--- config.mk ---
export PLATFORM = sky130hd
export DESIGN_NAME = cla_pipe_adder
export DESIGN_NICKNAME = d
export VERILOG_FILES = /design/src/rtl/cla_pkg.sv /design/src/rtl/cla_group.sv /design/src/rtl/cla_pipe_adder.sv
export SDC_FILE = /design/constraint.sdc
export NUM_CORES = 1
export LEC_CHECK = 0
export ABC_CLOCK_PERIOD_IN_PS = 8700
export BUFFER_PORTS_ARGS = -buffer_cell sky130_fd_sc_hd__buf_2
export CORE_AREA = 2 2 116 140
export CTS_CLUSTER_SIZE = 25
export DETAILED_ROUTE_END_ITERATION = 6
export DIE_AREA = 0 0 118 142
export PLACE_DENSITY = 0.7
export SYNTH_ARGS = -nofsm -noshare
export SYNTH_HDL_FRONTEND = slang
export SYNTH_HIERARCHICAL = 1
export SYNTH_SLANG_ARGS = --single-unit
export TNS_END_PERCENT = 10
--- constraint.sdc ---
create_clock -name clk -period 8.7 [get_ports clk]
set_clock_uncertainty 0.1 [all_clocks]
set_input_delay 1.74 -clock clk [delete_from_list [all_inputs] [get_ports clk]]
set_output_delay 1.74 -clock clk [all_outputs]
set_load 0.005 [all_outputs]
--- src/rtl/cla_pkg.sv ---
// Shared definitions for the pipelined carry-lookahead adder: group count helper
// and a propagate/generate pair type for benches and tooling.
package cla_pkg;

    typedef struct packed {
        logic p;
        logic g;
    } pg_t;

    // Guarded so that an illegal GROUP still elaborates far enough to report it.
    function automatic int ngroups(input int width, input int group);
        return (group > 0) ? (width / group) : 1;
    endfunction

endpackage

--- src/rtl/cla_group.sv ---
// One lookahead group: ripple-style carry recurrence inside the group, group
// propagate/generate out, and the sum bits for a given group carry-in.
module cla_group
    import cla_pkg::*;
#(
    parameter int GROUP = 4
) (
    input  logic [GROUP-1:0] p,
    input  logic [GROUP-1:0] g,
    input  logic             cin,
    output logic             grp_p,
    output logic             grp_g,
    output logic [GROUP-1:0] sum
);

    logic [GROUP-1:0] carry_vec;
    logic [GROUP:0]   gen_vec;

    assign carry_vec[0] = cin;
    assign gen_vec[0]   = 1'b0;

    genvar gi;
    generate
        for (gi = 1; gi < GROUP; gi++) begin : g_carry
            assign carry_vec[gi] = g[gi-1] | (p[gi-1] & carry_vec[gi-1]);
        end
        // Group generate is the same recurrence evaluated with a zero carry-in.
        for (gi = 0; gi < GROUP; gi++) begin : g_gen
            assign gen_vec[gi+1] = g[gi] | (p[gi] & gen_vec[gi]);
        end
    endgenerate

    assign grp_p = &p;
    assign grp_g = gen_vec[GROUP];
    assign sum   = p ^ carry_vec;

endmodule

--- src/rtl/cla_pipe_adder.sv ---
// Two-stage pipelined carry-lookahead adder/subtractor with valid/ready flow
// control: stage 1 registers bit and group P/G, stage 2 resolves carries and sums.
module cla_pipe_adder
    import cla_pkg::*;
#(
    parameter int WIDTH = 32,
    parameter int GROUP = 4
) (
    input  logic             clk,
    input  logic             rst_n,
    input  logic             in_valid,
    output logic             in_ready,
    input  logic [WIDTH-1:0] in_a,
    input  logic [WIDTH-1:0] in_b,
    input  logic             in_cin,
    input  logic             in_sub,
    output logic             out_valid,
    input  logic             out_ready,
    output logic [WIDTH-1:0] out_sum,
    output logic             out_cout,
    output logic             out_ovf
);

    localparam int NGRP = ngroups(WIDTH, GROUP);

    generate
        if (GROUP < 1) begin : g_bad_group
            $error("cla_pipe_adder: GROUP must be at least 1");
        end else if ((WIDTH % GROUP) != 0) begin : g_bad_width
            $error("cla_pipe_adder: WIDTH must be a multiple of GROUP");
        end
    endgenerate

    // Pipeline state
    logic             s1_valid_reg;
    logic [WIDTH-1:0] s1_p_reg;
    logic [WIDTH-1:0] s1_g_reg;
    logic [NGRP-1:0]  s1_gp_reg;
    logic [NGRP-1:0]  s1_gg_reg;
    logic             s1_c0_reg;

    logic             s2_valid_reg;
    logic [WIDTH-1:0] out_sum_reg;
    logic             out_cout_reg;
    logic             out_ovf_reg;

    // Handshake: each stage advances when its slot is empty or the next one moves.
    logic adv1;
    logic adv2;

    assign adv2     = !s2_valid_reg | out_ready;
    assign adv1     = !s1_valid_reg | adv2;
    assign in_ready = adv1;

    // Stage 1 combinational
    logic [WIDTH-1:0] bb_next;
    logic [WIDTH-1:0] p_next;
    logic [WIDTH-1:0] g_next;
    logic             c0_next;
    logic [NGRP-1:0]  gp_next;
    logic [NGRP-1:0]  gg_next;
    logic [WIDTH-1:0] s1_sum_unused;

    assign bb_next = in_sub ? ~in_b : in_b;
    assign c0_next = in_sub | in_cin;
    assign p_next  = in_a ^ bb_next;
    assign g_next  = in_a & bb_next;

    // Stage 2 combinational
    logic [NGRP:0]    c_grp;
    logic [WIDTH-1:0] sum_next;
    logic             cout_next;
    logic             msb_cin;
    logic             ovf_next;
    logic [NGRP-1:0]  s2_gp_unused;
    logic [NGRP-1:0]  s2_gg_unused;

    assign c_grp[0] = s1_c0_reg;

    genvar gi;
    generate
        for (gi = 0; gi < NGRP; gi++) begin : g_grp
            cla_group #(.GROUP(GROUP)) u_pg (
                .p     (p_next[gi*GROUP +: GROUP]),
                .g     (g_next[gi*GROUP +: GROUP]),
                .cin   (1'b0),
                .grp_p (gp_next[gi]),
                .grp_g (gg_next[gi]),
                .sum   (s1_sum_unused[gi*GROUP +: GROUP])
            );

            assign c_grp[gi+1] = s1_gg_reg[gi] | (s1_gp_reg[gi] & c_grp[gi]);

            cla_group #(.GROUP(GROUP)) u_sum (
                .p     (s1_p_reg[gi*GROUP +: GROUP]),
                .g     (s1_g_reg[gi*GROUP +: GROUP]),
                .cin   (c_grp[gi]),
                .grp_p (s2_gp_unused[gi]),
                .grp_g (s2_gg_unused[gi]),
                .sum   (sum_next[gi*GROUP +: GROUP])
            );
        end
    endgenerate

    // sum = p ^ carry, so the carry into the MSB falls out of the sum bit.
    assign cout_next = c_grp[NGRP];
    assign msb_cin   = sum_next[WIDTH-1] ^ s1_p_reg[WIDTH-1];
    assign ovf_next  = msb_cin ^ cout_next;

    always_ff @(posedge clk or negedge rst_n) begin
        if (!rst_n) begin
            s1_valid_reg <= 1'b0;
            s2_valid_reg <= 1'b0;
            out_sum_reg  <= '0;
            out_cout_reg <= 1'b0;
            out_ovf_reg  <= 1'b0;
        end else begin
            if (adv1) begin
                s1_valid_reg <= in_valid;
            end
            if (adv2) begin
                s2_valid_reg <= s1_valid_reg;
                if (s1_valid_reg) begin
                    out_sum_reg  <= sum_next;
                    out_cout_reg <= cout_next;
                    out_ovf_reg  <= ovf_next;
                end
            end
        end
    end

    // Stage 1 data carries no reset; its valid bit alone qualifies it.
    always_ff @(posedge clk) begin
        if (adv1 && in_valid) begin
            s1_p_reg  <= p_next;
            s1_g_reg  <= g_next;
            s1_gp_reg <= gp_next;
            s1_gg_reg <= gg_next;
            s1_c0_reg <= c0_next;
        end
    end

    assign out_valid = s2_valid_reg;
    assign out_sum   = out_sum_reg;
    assign out_cout  = out_cout_reg;
    assign out_ovf   = out_ovf_reg;

endmodule

==> metrics.yaml <==
finish:
  nFillCells: 1504
  final_nets: 572
  n_antenna_cell: 0
  multi_input_area_um2: 1968
  area_delta_synth_final_pct: 20.06
  regArea_um2: 3093
  drive_gt1_share_pct: 34.81
sta:
  finalCritPeriodShare_pct: 46.19
  setup_tns_ps: 0
  finalSetupViolCount: 0
  slew_viol_final: 0
  fmax_ghz: 0.2488
  hold_viol_final: 0
  layout_min_cycle_time_ps: 4019
  maxSlewHeadroom_pct: 31.67
  worst_pin_slew_ps: 1025
  rsz0062_at_grt: "no"
floorplanning:
  die_y_um: 142
  die_w_um: 118
  floorplan.initialDensity_pct: 32.97
  fp-row-count: 50
  die-area_um2: 16760
  boundaryPins: 106
  core_region_area_um2: 15450
clock_tree:
  cts_tree: "yes"
  cts_hold_buf: 0
  cts-resized-gates: 0
  clk-insertion-delay-late_ps: 340
  postCtsSetupBuffers: 0
  cts_made_buffers: 9
  root_buffer: "clkbuf_16"
  cts_sinks: 109
  cts_max_level: 3
  clock_path_buffers: 2
  cts.clk_slew.worst_paths_ps: 70
power:
  power_uw: 1344
  switchingPower_uw: 344.8
  ir_worst_vdd_v: 0.00008139
  p_leak_uw: 0.002614
  p_clk_share_pct: 28.1
  p_int_uw: 999.6
  p_seq_share_pct: 51.5
  p_comb_share_pct: 20.5
  power_per_cell_area_nw_per_um2: 219.8
  p_sw_share_pct: 25.65
route:
  drt_iter0_drc: 112
  dr.pass1.iters: 4
  drc: 0
  drt-total-wl_mm: 9.819
  drtAntennaViolNets: 0
  vias_per_cell: 4.552
  vias: 3000
  wl_per_cell_um: 14.90
setup_path:
  required_ps: 6860
  r2r_slack_ps: 5320
  setup.worst_path.class: "input pin to output pin"
  regToRegStartpoint: "s1_c0_reg"
  path_max_fanout: 3
  worstPathArrival_ps: 2180
  r2r_end: "out_ovf"
  setup.worst_path.end_class: "output pin"
  start_kind: "input pin"
  reg2reg_depth: 15
placement:
  gp_congestion: 0.7313
  port_buffers: 105
  hpwl_mm: 7.079
global_route:
  grt_max_degree: 74
  grt_pass1_wl_mm: 15.61
  grt_usage_pct: 12.03
  antenna_found_initial: 0
  overflow: 0
  grt_pass1_vias: 3152
min_path:
  min_from: "out_ovf"
  hold_path_class: "flop to flop"
  min_path_cells: 2
  hold_path_end: "out_ovf"
yosys:
  mappedNetlistNets: 463
  syn_area_per_cell_um2: 15.12
  synthCells: 337
  ys_warn_count: 6
  netlist_area_um2: 5095
job:
  maxCapViolCount: 0
outcome:
  outcome: "completed"
[critical path, cell delays in order]
cell	delay [ps]
buf_2	100
nand3b_1	180
buf_2	150
[how the worst max path moves through the flow]
stage | to | depth (start not counted) | slack [ps] | startpoint
2_1_floorplan | s1_c0_reg | 2 | 4540 | out_ready
3_3_place_gp | in_ready | 3 | 4710 | out_ready
3_5_place_dp | in_ready | 3 | 4680 | out_ready
4_1_cts | in_ready | 3 | 4680 | out_ready
5_1_grt | in_ready | 3 | 4650 | out_ready
6_report | in_ready | 3 | 4680 | out_ready
[placed cells by master (no fill, tap or decap), types with 2 or more instances in the layout]
cell type,n
buf_2,105
edfxtp_1,73
ha_1,56
dfrtp_1,36
xor2_1,33
mux2_2,32
a21oi_1,17
or2_1,16
o21ai_1,10
nor2_1,10
xnor2_1,9
nand2_1,9
clkbuf_16,9
and4_1,8
a21o_1,5
nand2b_1,3
clkinv_2,3
o21a_1,2
clkbuf_1,2
[per-stage QoR]
step / cells / setup WS [ps] / util, % / cell area, um2 / hold WS [ps]
after floorplan: 337 / 4537 / - / 5095 / 357.2
after global placement: 643 / 4709 / 37.84 / 5847 / 366.4
after detailed placement: 643 / 4681 / 37.84 / 5847 / 371.8
after CTS: 659 / 4679 / 39.59 / 6117 / 387.0
after global routing: 659 / 4652 / 39.59 / 6117 / 399.4
final: 659 / 4681 / 39.59 / 6117 / 382.6
[final cells by class]
class,count,share of cell area (%)
sequential,109,50.56
multi-input combinational,221,32.17
timing repair buffer,105,8.591
tap,208,4.254
clock buffer,12,4.029
clock inverter,4,0.3886
[per-layer routing]
layer / part of all wire (%) / GRT usage, %
met3: 3.7 / 2.444
met2: 51 / 20.99
met4: 1.8 / 5.136
met1: 43 / 14.50
met5: 0 / 0
[power groups by stage]
| stage | logic (uW) | registers [uW] | clock network, uW |
|---|---|---|---|
| floorplan | 152 | 703 | 0 |
| global placement | 272 | 701 | 0 |
| detailed placement | 282 | 704 | 0 |
| CTS | 284 | 694 | 391 |
| global route | 313 | 704 | 407 |
| finish | 275 | 692 | 377 |
No activity file was read; power rests on OpenSTA's default activity.
